## config.mk

```make
export PLATFORM = sky130hd
export DESIGN_NAME = mem_port_initiator
export DESIGN_NICKNAME = d
export VERILOG_FILES = /design/src/rtl/mem_ctrl_pkg.sv /design/src/rtl/mem_grant_timer.sv /design/src/rtl/mem_port_initiator.sv
export SDC_FILE = /design/constraint.sdc
export NUM_CORES = 1
export LEC_CHECK = 0
export CAP_MARGIN = 20
export CORE_MARGIN = 2
export CORE_UTILIZATION = 30
export CTS_BUF_LIST = sky130_fd_sc_hd__clkbuf_4
export DETAILED_ROUTE_END_ITERATION = 10
export HOLD_SLACK_MARGIN = 0.02
export RECOVER_POWER = 25
export REMOVE_ABC_BUFFERS = 1
export SLEW_MARGIN = 10
export SYNTH_ARGS = -nofsm -noshare
export SYNTH_HDL_FRONTEND = slang
export SYNTH_SLANG_ARGS = --single-unit
```

## constraint.sdc

```tcl
create_clock -name clk -period 2.65 [get_ports clk]
set_input_delay 0.265 -clock clk [delete_from_list [all_inputs] [get_ports clk]]
set_output_delay 0.265 -clock clk [all_outputs]
set_load 0.005 [all_outputs]
```

## src/rtl/mem_ctrl_pkg.sv

```systemverilog
`default_nettype none
// ============================================================================
// Module      : mem_ctrl_pkg
// Description : Shared sizes and FSM encoding for the memory port initiators.
// Revision    : 1.0 - initial release
// ============================================================================
package mem_ctrl_pkg;

    localparam int NUM_PORTS = 4;
    localparam int ADDR_W    = 7;
    localparam int DATA_W    = 8;
    localparam int SEL_W     = 2;
    localparam int ST_W      = 3;

    typedef enum logic [ST_W-1:0] {
        IDLE       = 3'd0,
        WAIT_GRANT = 3'd1,
        ACCESS     = 3'd2,
        WAIT_DATA  = 3'd3,
        RESP       = 3'd4
    } state_e;

endpackage
`default_nettype wire

```

## src/rtl/mem_grant_timer.sv

```systemverilog
`default_nettype none
// ============================================================================
// Module      : mem_grant_timer
// Description : Loadable up-counter with a terminal-count flag.
// Revision    : 1.0 - initial release
// ============================================================================
module mem_grant_timer
    import mem_ctrl_pkg::*;
#(
    parameter int CNT_W = 4
) (
    input  logic             clk,
    input  logic             rst_n,
    input  logic             load_i,
    input  logic [CNT_W-1:0] load_val_i,
    input  logic             inc_i,
    input  logic [CNT_W-1:0] term_val_i,
    output logic             term_o
);

    logic [CNT_W-1:0] count_q;
    logic [CNT_W-1:0] count_d;

    always_comb begin
        count_d = count_q;
        if (load_i) begin
            count_d = load_val_i;
        end else if (inc_i) begin
            count_d = count_q + CNT_W'(1);
        end
    end

    always_ff @(posedge clk or negedge rst_n) begin
        if (!rst_n) begin
            count_q <= '0;
        end else begin
            count_q <= count_d;
        end
    end

    assign term_o = (count_q == term_val_i);

endmodule
`default_nettype wire

```

## src/rtl/mem_port_initiator.sv

```systemverilog
`default_nettype none
// ============================================================================
// Module      : mem_port_initiator
// Description : Client-side engine issuing single accesses on one mux port.
// Revision    : 1.0 - initial release
// ============================================================================
module mem_port_initiator
    import mem_ctrl_pkg::*;
#(
    parameter int PORT_ID      = 0,
    parameter int ADDR_W       = mem_ctrl_pkg::ADDR_W,
    parameter int DATA_W       = mem_ctrl_pkg::DATA_W,
    parameter int READ_LATENCY = 1,
    parameter int TIMEOUT      = 64
) (
    input  logic              clk,
    input  logic              rst_n,
    input  logic              req_valid,
    output logic              req_ready,
    input  logic              req_write,
    input  logic [ADDR_W-1:0] req_addr,
    input  logic [DATA_W-1:0] req_wdata,
    output logic              rsp_valid,
    output logic              rsp_err,
    output logic [DATA_W-1:0] rsp_rdata,
    input  logic [SEL_W-1:0]  state,
    input  logic              en,
    output logic              mem_read,
    output logic              mem_write,
    output logic [ADDR_W-1:0] mem_address,
    output logic [DATA_W-1:0] mem_wdata,
    input  logic [DATA_W-1:0] mem_rdata
);

    localparam int c_cnt_max = (TIMEOUT > 4) ? TIMEOUT : 4;
    localparam int c_cnt_w   = $clog2(c_cnt_max + 1);

    localparam logic [SEL_W-1:0]   c_port_sel = SEL_W'(PORT_ID);
    localparam logic [c_cnt_w-1:0] c_tmo_term = c_cnt_w'(TIMEOUT - 1);
    localparam logic [c_cnt_w-1:0] c_lat_term = c_cnt_w'(READ_LATENCY - 1);

    generate
        if (PORT_ID < 0 || PORT_ID >= NUM_PORTS) begin : g_bad_port_id
            $error("mem_port_initiator: PORT_ID %0d outside 0..%0d", PORT_ID, NUM_PORTS - 1);
        end
        if (READ_LATENCY < 1 || READ_LATENCY > 4) begin : g_bad_latency
            $error("mem_port_initiator: READ_LATENCY %0d outside 1..4", READ_LATENCY);
        end
        if (TIMEOUT < 1) begin : g_bad_timeout
            $error("mem_port_initiator: TIMEOUT %0d must be at least 1", TIMEOUT);
        end
    endgenerate

    state_e              state_q,       state_d;
    logic                req_ready_q,   req_ready_d;
    logic                rsp_valid_q,   rsp_valid_d;
    logic                rsp_err_q,     rsp_err_d;
    logic [DATA_W-1:0]   rsp_rdata_q,   rsp_rdata_d;
    logic                mem_read_q,    mem_read_d;
    logic                mem_write_q,   mem_write_d;
    logic [ADDR_W-1:0]   mem_address_q, mem_address_d;
    logic [DATA_W-1:0]   mem_wdata_q,   mem_wdata_d;
    logic                write_q,       write_d;
    logic                err_q,         err_d;
    logic [DATA_W-1:0]   data_q,        data_d;

    logic                w_grant;
    logic                w_accept;
    logic                w_tmr_load;
    logic                w_tmr_inc;
    logic                w_tmr_term;
    logic [c_cnt_w-1:0]  w_term_val;

    assign w_grant  = en && (state == c_port_sel);
    assign w_accept = req_valid && req_ready_q;

    // One counter serves both phases: grant wait before the access, data wait after.
    assign w_term_val = (state_q == WAIT_DATA) ? c_lat_term : c_tmo_term;

    mem_grant_timer #(
        .CNT_W      (c_cnt_w)
    ) u_timer (
        .clk        (clk),
        .rst_n      (rst_n),
        .load_i     (w_tmr_load),
        .load_val_i ({c_cnt_w{1'b0}}),
        .inc_i      (w_tmr_inc),
        .term_val_i (w_term_val),
        .term_o     (w_tmr_term)
    );

    always_comb begin
        state_d       = state_q;
        req_ready_d   = 1'b0;
        rsp_valid_d   = 1'b0;
        rsp_err_d     = 1'b0;
        rsp_rdata_d   = '0;
        mem_read_d    = 1'b0;
        mem_write_d   = 1'b0;
        mem_address_d = mem_address_q;
        mem_wdata_d   = mem_wdata_q;
        write_d       = write_q;
        err_d         = err_q;
        data_d        = data_q;
        w_tmr_load    = 1'b0;
        w_tmr_inc     = 1'b0;

        case (state_q)
            IDLE: begin
                req_ready_d = 1'b1;
                if (w_accept) begin
                    req_ready_d   = 1'b0;
                    write_d       = req_write;
                    mem_address_d = req_addr;
                    mem_wdata_d   = req_wdata;
                    err_d         = 1'b0;
                    data_d        = '0;
                    w_tmr_load    = 1'b1;
                    state_d       = WAIT_GRANT;
                end
            end

            WAIT_GRANT: begin
                // Grant is checked first so it beats a timeout on the same edge.
                if (w_grant) begin
                    mem_read_d  = !write_q;
                    mem_write_d = write_q;
                    state_d     = ACCESS;
                end else if (w_tmr_term) begin
                    err_d   = 1'b1;
                    state_d = RESP;
                end else begin
                    w_tmr_inc = 1'b1;
                end
            end

            ACCESS: begin
                if (!w_grant) begin
                    state_d = WAIT_GRANT;
                end else if (write_q) begin
                    state_d = RESP;
                end else begin
                    w_tmr_load = 1'b1;
                    state_d    = WAIT_DATA;
                end
            end

            WAIT_DATA: begin
                if (w_tmr_term) begin
                    data_d  = mem_rdata;
                    state_d = RESP;
                end else begin
                    w_tmr_inc = 1'b1;
                end
            end

            RESP: begin
                rsp_valid_d = 1'b1;
                rsp_err_d   = err_q;
                rsp_rdata_d = data_q;
                state_d     = IDLE;
            end

            default: begin
                state_d = IDLE;
            end
        endcase
    end

    always_ff @(posedge clk or negedge rst_n) begin
        if (!rst_n) begin
            state_q       <= IDLE;
            req_ready_q   <= 1'b0;
            rsp_valid_q   <= 1'b0;
            rsp_err_q     <= 1'b0;
            rsp_rdata_q   <= '0;
            mem_read_q    <= 1'b0;
            mem_write_q   <= 1'b0;
            mem_address_q <= '0;
            mem_wdata_q   <= '0;
            write_q       <= 1'b0;
            err_q         <= 1'b0;
            data_q        <= '0;
        end else begin
            state_q       <= state_d;
            req_ready_q   <= req_ready_d;
            rsp_valid_q   <= rsp_valid_d;
            rsp_err_q     <= rsp_err_d;
            rsp_rdata_q   <= rsp_rdata_d;
            mem_read_q    <= mem_read_d;
            mem_write_q   <= mem_write_d;
            mem_address_q <= mem_address_d;
            mem_wdata_q   <= mem_wdata_d;
            write_q       <= write_d;
            err_q         <= err_d;
            data_q        <= data_d;
        end
    end

    assign req_ready   = req_ready_q;
    assign rsp_valid   = rsp_valid_q;
    assign rsp_err     = rsp_err_q;
    assign rsp_rdata   = rsp_rdata_q;
    assign mem_read    = mem_read_q;
    assign mem_write   = mem_write_q;
    assign mem_address = mem_address_q;
    assign mem_wdata   = mem_wdata_q;

endmodule
`default_nettype wire

```

==> summary.md, run 1 <==
| Metric | Value |
|---|---|
| Status | `complete, no violations` |
| Vias per inst | `4.56` |
| Total GRT Usage | `0.119` |
| Post-synth EDFFs | `0` |
| Reg clk slew, reported paths | `0.13 ns` |
| Crit. End Element | `register` |
| Post-detail-place hpwl | `2980 um` |
| Period utilization | `0.754` |
| Iteration-0 DRC count of the detailed router | `56` |
| Async S/R FF share, synth | `1.00` |
| Yosys warnings | `0` |
| Portion of netlist area occupied by mux cells | `0.0151` |
| Number of global-route vias before repair | `1512` |
| Final count of hold timing violations | `0` |
| Clk_skew | `0.00228 ns` |
| Starting Density | `0.312` |
| Final min period | `2.00 ns` |
| Overflow after GRT | `0` |
| Sequential element share of the synthesized area | `0.603` |
| DIE WIDTH | `85.5 um` |
| CP Cell Sequence | `and3b_1 > or4_4 > and3_4 > nand4_1 > mux2i_1` |
| Post-DR wirelength/cell | `12.1 um` |
| Worst path max stage delay | `0.57 ns` |
| Die area | `between 7000 and 8000 um2` |
| Share of layout cells above drive strength 1 | `0.0562` |
| RSZ-0062 raised after global routing | `no` |
| Synth Cell Area | `1990 um2` |
| Adder-cell share of the synthesized area | `0.00628` |
| Cts bufs inserted | `5` |
| Power Density | `810 nW/um2` |
| Total Nets Final | `297` |
| Leading area contributor after synthesis | `dfrtp_1` |
| Post-DP Area | `2640 um2` |
| DIE HEIGHT | `85.5 um` |
| TritonRoute pass-1 iters | `4` |
| Worst Hold Class | `input pin to async pin` |
| R2R depth | `5` |
| TritonCTS clock tree | `built` |
| Syn_area_per_cell | `9.81 um2` |
| Yosys top cell area share | `0.603` |
| Clock Path Buffers | `2` |
| Leading cell type by number of instances after synthesis | `nand2_1` |
| Max-Cap Viols | `0` |
| Post-CTS Repair Setup Buffers | `0` |
| Post-synth top cells | `61 x nand2_1, 48 x dfrtp_1, 13 x nand3_1` |
| Netlist cell types | `33` |
| Final Setup Violations | `0` |
| Final WL | `4150 um` |
| CP max stage cell | `or4_4` |
| Top_reg_cell synth | `dfrtp_1` |
| Design area | `2730 um2` |
| IO Count | `58` |
| Root Buffer | `clkbuf_4` |
| Top cells by area, synth | `dfrtp_1 60%, nand2_1 11%, nand3_1 3.3%` |
| Cell family with most CP delay | `simple AND/OR/NAND/NOR gates` |
| Nature of the critical path startpoint | `register` |
| Critical R2R Launch | `state_q[1]` |
| Peak supply drop | `0.000350 V` |
| Leakage | `0.00127 uW` |
| FMAX | `about 500 MHz` |
| Post-synthesis xor/xnor area fraction | `0` |
| Worst Path Required | `between 2 and 3 ns` |
| Yosys reg bits | `48` |
| Worst skew pair latency | `0.36 ns` |
| H-tree Lvls | `2` |
| Setup tns final | `0 ns` |
| Residual DRC | `0` |
| Pins over their slew limit | `0` |
| DRT antenna net count | `0` |
| Vias | `between 1500 and 2000` |
| Diode count | `0` |
| Largest net degree at the start of global routing | `49` |
| Placement Rows | `29` |
| Setup slack after layout | `roughly 0.65 ns` |
| Core ar. | `6390 um2` |
| Crit Path Max Fanout | `12` |
| Worst Path Buf+Inv | `0` |
| Worst-Margin Slew | `0.914 ns` |
| GPL Wtd Cong | `0.744` |
| Post-Synthesis Cells | `203` |
| Initial antenna violation count | `0` |
| Post-synthesis compound-gate area fraction | `0.0747` |
| Area Overhead vs Synth | `37.2%` |
| Setup Crit Path Kind | `register to register` |
| Pre-CTS WS | `0.644 ns` |
| Largest family of logic cells by synthesized area | `simple AND/OR/NAND/NOR gates` |
| Power consumption | `2210 uW` |
| Crit. path cell count | `5` |
| Cts hold-fix bufs | `0` |
| Port bufs | `57` |
| Data arrival time of the critical path | `2.29 ns` |
| Critical path startpoint | `state_q[1]` |
| Post-Synth Simple-Gate Area | `0.258` |
| Worst slew margin | `0.391` |
| PostCTS Resize Cnt | `0` |
| First-pass GRT wire length | `about 6900 um` |
| Clock Sink Count | `48` |
==> per-layer routing <==
metal  global-route usage  wire (um)  share of wire  up-vias
li1                     -          -              -      799
met1                0.147       1860           0.45      730
met2                0.201       2050           0.49       35
met3               0.0340        191          0.046        5
met4               0.0390         51          0.012        0
met5                    0          0              0        -
==> sequential cells by signal (all words and copies together) (netlist names) <==
name / cells
mem_write: 1
rsp_rdata: 8
rsp_err: 1
mem_read: 1
mem_wdata: 8
err_q: 1
mem_address: 7
data_q: 8
u_timer.count_q: 7
rsp_valid: 1
state_q: 3
req_ready: 1
write_q: 1
==> final cells by class <==
| cell class | instances | area [um2] |
|---|---|---|
| tap | 77 | 96.3 |
| sequential | 48 | 1200 |
| clock buffer | 5 | 37.5 |
| clock inverter | 3 | 42.5 |
| fill | 624 | 3650 |
| inverter | 11 | 41.3 |
| multi-input combinational | 137 | 704 |
| timing repair buffer | 63 | 609 |
==> final timing paths <==
check                      slack (ns)                 end
max in group asynchronous        0.95        mem_wdata[5]
max                              0.65  u_timer.count_q[3]
max reg2reg                      0.65  u_timer.count_q[3]
min                              0.40        mem_wdata[6]
min in group clk                 0.41      mem_address[4]
min reg2reg                      0.49        mem_wdata[0]
==> kinds of logic after synthesis <==
logic type                 after synthesis
and+or+nand+nor                        108
DFF                                     48
AOI/OAI and AO/OA                       25
buffers and inverters                   18
muxes                                    3
adders and majority gates                1
==> stage by stage <==
step	cells	utilization	hold WS, ns
6_report	344	0.428	0.402
5_1_grt	344	0.428	0.405
4_1_cts	342	0.426	0.110
3_5_place_dp	334	0.413	0.464
3_3_place_gp	334	0.413	0.456
2_1_floorplan	196	-	-0.0306
==> placed cells by master, fill, tap and decap left out, types with 2 or more instances in the layout <==
master           instances
nand2_1                 61
clkdlybuf4s50_1         56
dfrtp_1                 48
nand3_1                 13
o21ai_0                 12
inv_1                   11
and2_1                  10
nor2_1                   5
clkbuf_4                 5
a21oi_1                  4
buf_4                    4
nor3_1                   3
nand4_1                  3
mux2i_1                  3
nor3b_1                  2
nor4_1                   2
a31oi_1                  2
o31ai_1                  2
==> where the power goes <==
| group | switching [uW] | total [uW] | internal, uW |
|---|---|---|---|
| sequential | 144 | 1050 | 911 |
| clock | 229 | 427 | 197 |
| combinational | 340 | 733 | 393 |
| total | 713 | 2210 | 1500 |
Power figures use the tool's default switching activity.
==> run 2, diff against run 1 <==
==> constraint.sdc (replaced) <==
create_clock -name clk -period 1.7 [get_ports clk]
set_input_delay 0.17 -clock clk [delete_from_list [all_inputs] [get_ports clk]]
set_output_delay 0.17 -clock clk [all_outputs]
set_load 0.005 [all_outputs]
==> summary.md, run 2 (synthesis results as in run 1) <==
| Metric | Value |
|---|---|
| Share of layout cells above drive strength 1 | `0.140` |
| Cell internal pwr | `2720 uW` |
| Leakage | `approximately 0.0014 uW` |
| First-pass GRT wire length | `around 7400 um` |
| DIE WIDTH | `roughly 85 um` |
| Root Buffer | `clkbuf_4` |
| Final WL | `4350 um` |
| Post-DR wirelength/cell | `12.0 um` |
| Nature of the critical path startpoint | `register` |
| Setup slack after layout | `-0.104 ns` |
| Power consumption | `3930 uW` |
| Routing usage on met3 | `0.0311` |
| Final count of hold timing violations | `0` |
| Sw Ratio | `0.307` |
| Max-Cap Viols | `0` |
| Hold endpoint | `mem_address[5]` |
| Design area | `2950 um2` |
| Iteration-0 DRC count of the detailed router | `52` |
| Final min period | `1.80 ns` |
| Setup tns final | `-0.594 ns` |
| Most frequent cells in the layout | `60 x nand2_1, 56 x clkdlybuf4s50_1, 48 x dfrtp_1, 20 x buf_4` |
| H-tree Lvls | `2` |
| Final Setup Violations | `13` |
| Worst path max stage delay | `0.53 ns` |
| Worst-Margin Slew | `a little under 1 ns` |
| Global route hottest layer | `met2` |
| Worst skew pair latency | `between 0.3 and 0.4 ns` |
| Cts bufs inserted | `5` |
| Pre-CTS WS | `-0.0747 ns` |
| Critical R2R Launch | `u_timer.count_q[1]` |
| Peak supply drop | `0.000648 V` |
| Starting Density | `0.312` |
| CP max stage cell | `or4_4` |
| Combinational fraction of design power | `0.384` |
| Vias | `1658` |
| Largest net degree at the start of global routing | `32` |
| CP Cell Sequence | `or4_4 > nand4b_1 > and3_4 > nand2_2 > mux2i_1` |
| Overflow after GRT | `0` |
| Power Density | `1330 nW/um2` |
| Post-DP Area | `2790 um2` |
| Clock Sink Count | `48` |
| Worst Hold Class | `input pin to register` |
| Area Overhead vs Synth | `47.9%` |
| Post-detail-place hpwl | `3130 um` |
| Worst Hold Depth | `3` |
| Vias per inst | `4.57` |
| Worst Path Required | `1.97 ns` |
| DIE HEIGHT | `85.5 um` |
| Crit. End Element | `register` |
| Total Nets Final | `316` |
| Pins over their slew limit | `0` |
| Met2 GRT Util | `0.205` |
| R2R Setup Slk | `-0.10 ns` |
| Die area | `7310 um2` |
| Reg2reg end | `u_timer.count_q[2]` |
| Data arrival time of the critical path | `2.07 ns` |
| RSZ-0062 raised after global routing | `yes` |
| Total GRT Usage | `0.127` |
| Diode count | `0` |
| Core ar. | `6390 um2` |
| R2R depth | `5` |
| Failing checks | `negative setup slack` |
| GPL Wtd Cong | `0.831` |
| IO Count | `between 50 and 60` |
| Initial antenna violation count | `0` |
| GR Util met1 | `0.169` |
| DRT antenna net count | `0` |
| Port bufs | `57` |
| Psw | `1210 uW` |
| Worst slew margin | `0.358` |
| Most common cell after layout, fill and taps aside | `nand2_1` |
| TritonCTS clock tree | `built` |
| TritonRoute pass-1 iters | `4` |
| Status | `finished with violations` |
| Number of global-route vias before repair | `about 1700` |
| Period utilization | `1.06` |
| Sequential fraction of design power | `0.404` |
| Reg clk slew, reported paths | `0.15 ns` |
| Residual DRC | `0` |
| FMAX | `554 MHz` |
| Hold_sp | `req_addr[5]` |
| Clk_skew | `around 0.015 ns` |
| Setup Crit Path Kind | `register to register` |
| Clock Path Buffers | `2` |
| Placement Rows | `29` |
| Crit Path Max Fanout | `4` |
| Clock group share of total power | `0.213` |
[run 2: cell types whose count changed in the layout (fill, tap and decap cells not counted), moves of 2 or more]
cell / delta
nand3_1: -2
buf_6: +2
nand3_2: +2
buf_4: +16
[run 2: cell type report]
cell class                      instances  area [um2]
Clock buffer                            5        37.5
Clock inverter                          3        68.8
Inverter                               11        41.3
Fill cell                             613        3440
Tap cell                               77        96.3
Timing Repair Buffer                   82         774
Sequential cell                        48        1200
Multi-Input combinational cell        137         727
[run 2: critical path, delay by kind of cell, from the launching register on]
family        cells  cell delay, ns
mux               1            0.20
simple gates      4            1.11
flops             1            0.41
[run 2: repair_timing]
action	4_1_cts	5_1_grt
gates resized for setup	1	7
hold buffers	1	0
pin swaps	0	4
setup endpoints to repair	4	16
buffers inserted	2	1
hold endpoints to repair	17	0
[run 2: worst max-delay path by stage]
stage / from / to / slack (ns)
floorplan: state_q[1] / data_q[0] / -0.10
global placement: en / u_timer.count_q[6] / -0.05
detailed placement: en / u_timer.count_q[6] / -0.07
CTS: u_timer.count_q[2] / u_timer.count_q[3] / -0.06
global route: u_timer.count_q[1] / u_timer.count_q[3] / -0.19
finish: u_timer.count_q[1] / u_timer.count_q[2] / -0.10
[run 2: power by group through the flow]
stage                     Sequential, uW  Combinational (uW)  Clock, uW
after floorplan                     1640                 540          0
after global placement              1600                1420          0
after detailed placement            1600                1440          0
after CTS                           1580                1480        863
after global routing                1620                1700        916
final                               1590                1510        835
[run 2: metrics by stage]
step / hold slack, ns / instances / utilization
finish: 0.324 / 363 / 0.461
detailed placement: 0.142 / 351 / 0.437
CTS: 0.272 / 362 / 0.458
global route: 0.293 / 363 / 0.461
global placement: 0.136 / 351 / 0.437
floorplan: -0.126 / 196 / -
[run 2: routing by layer]
layer  up-vias  part of all wire
met2        32              0.49
met4         0            0.0055
li1        839                 -
met1       785              0.47
met3         2             0.039
met5         -                 0
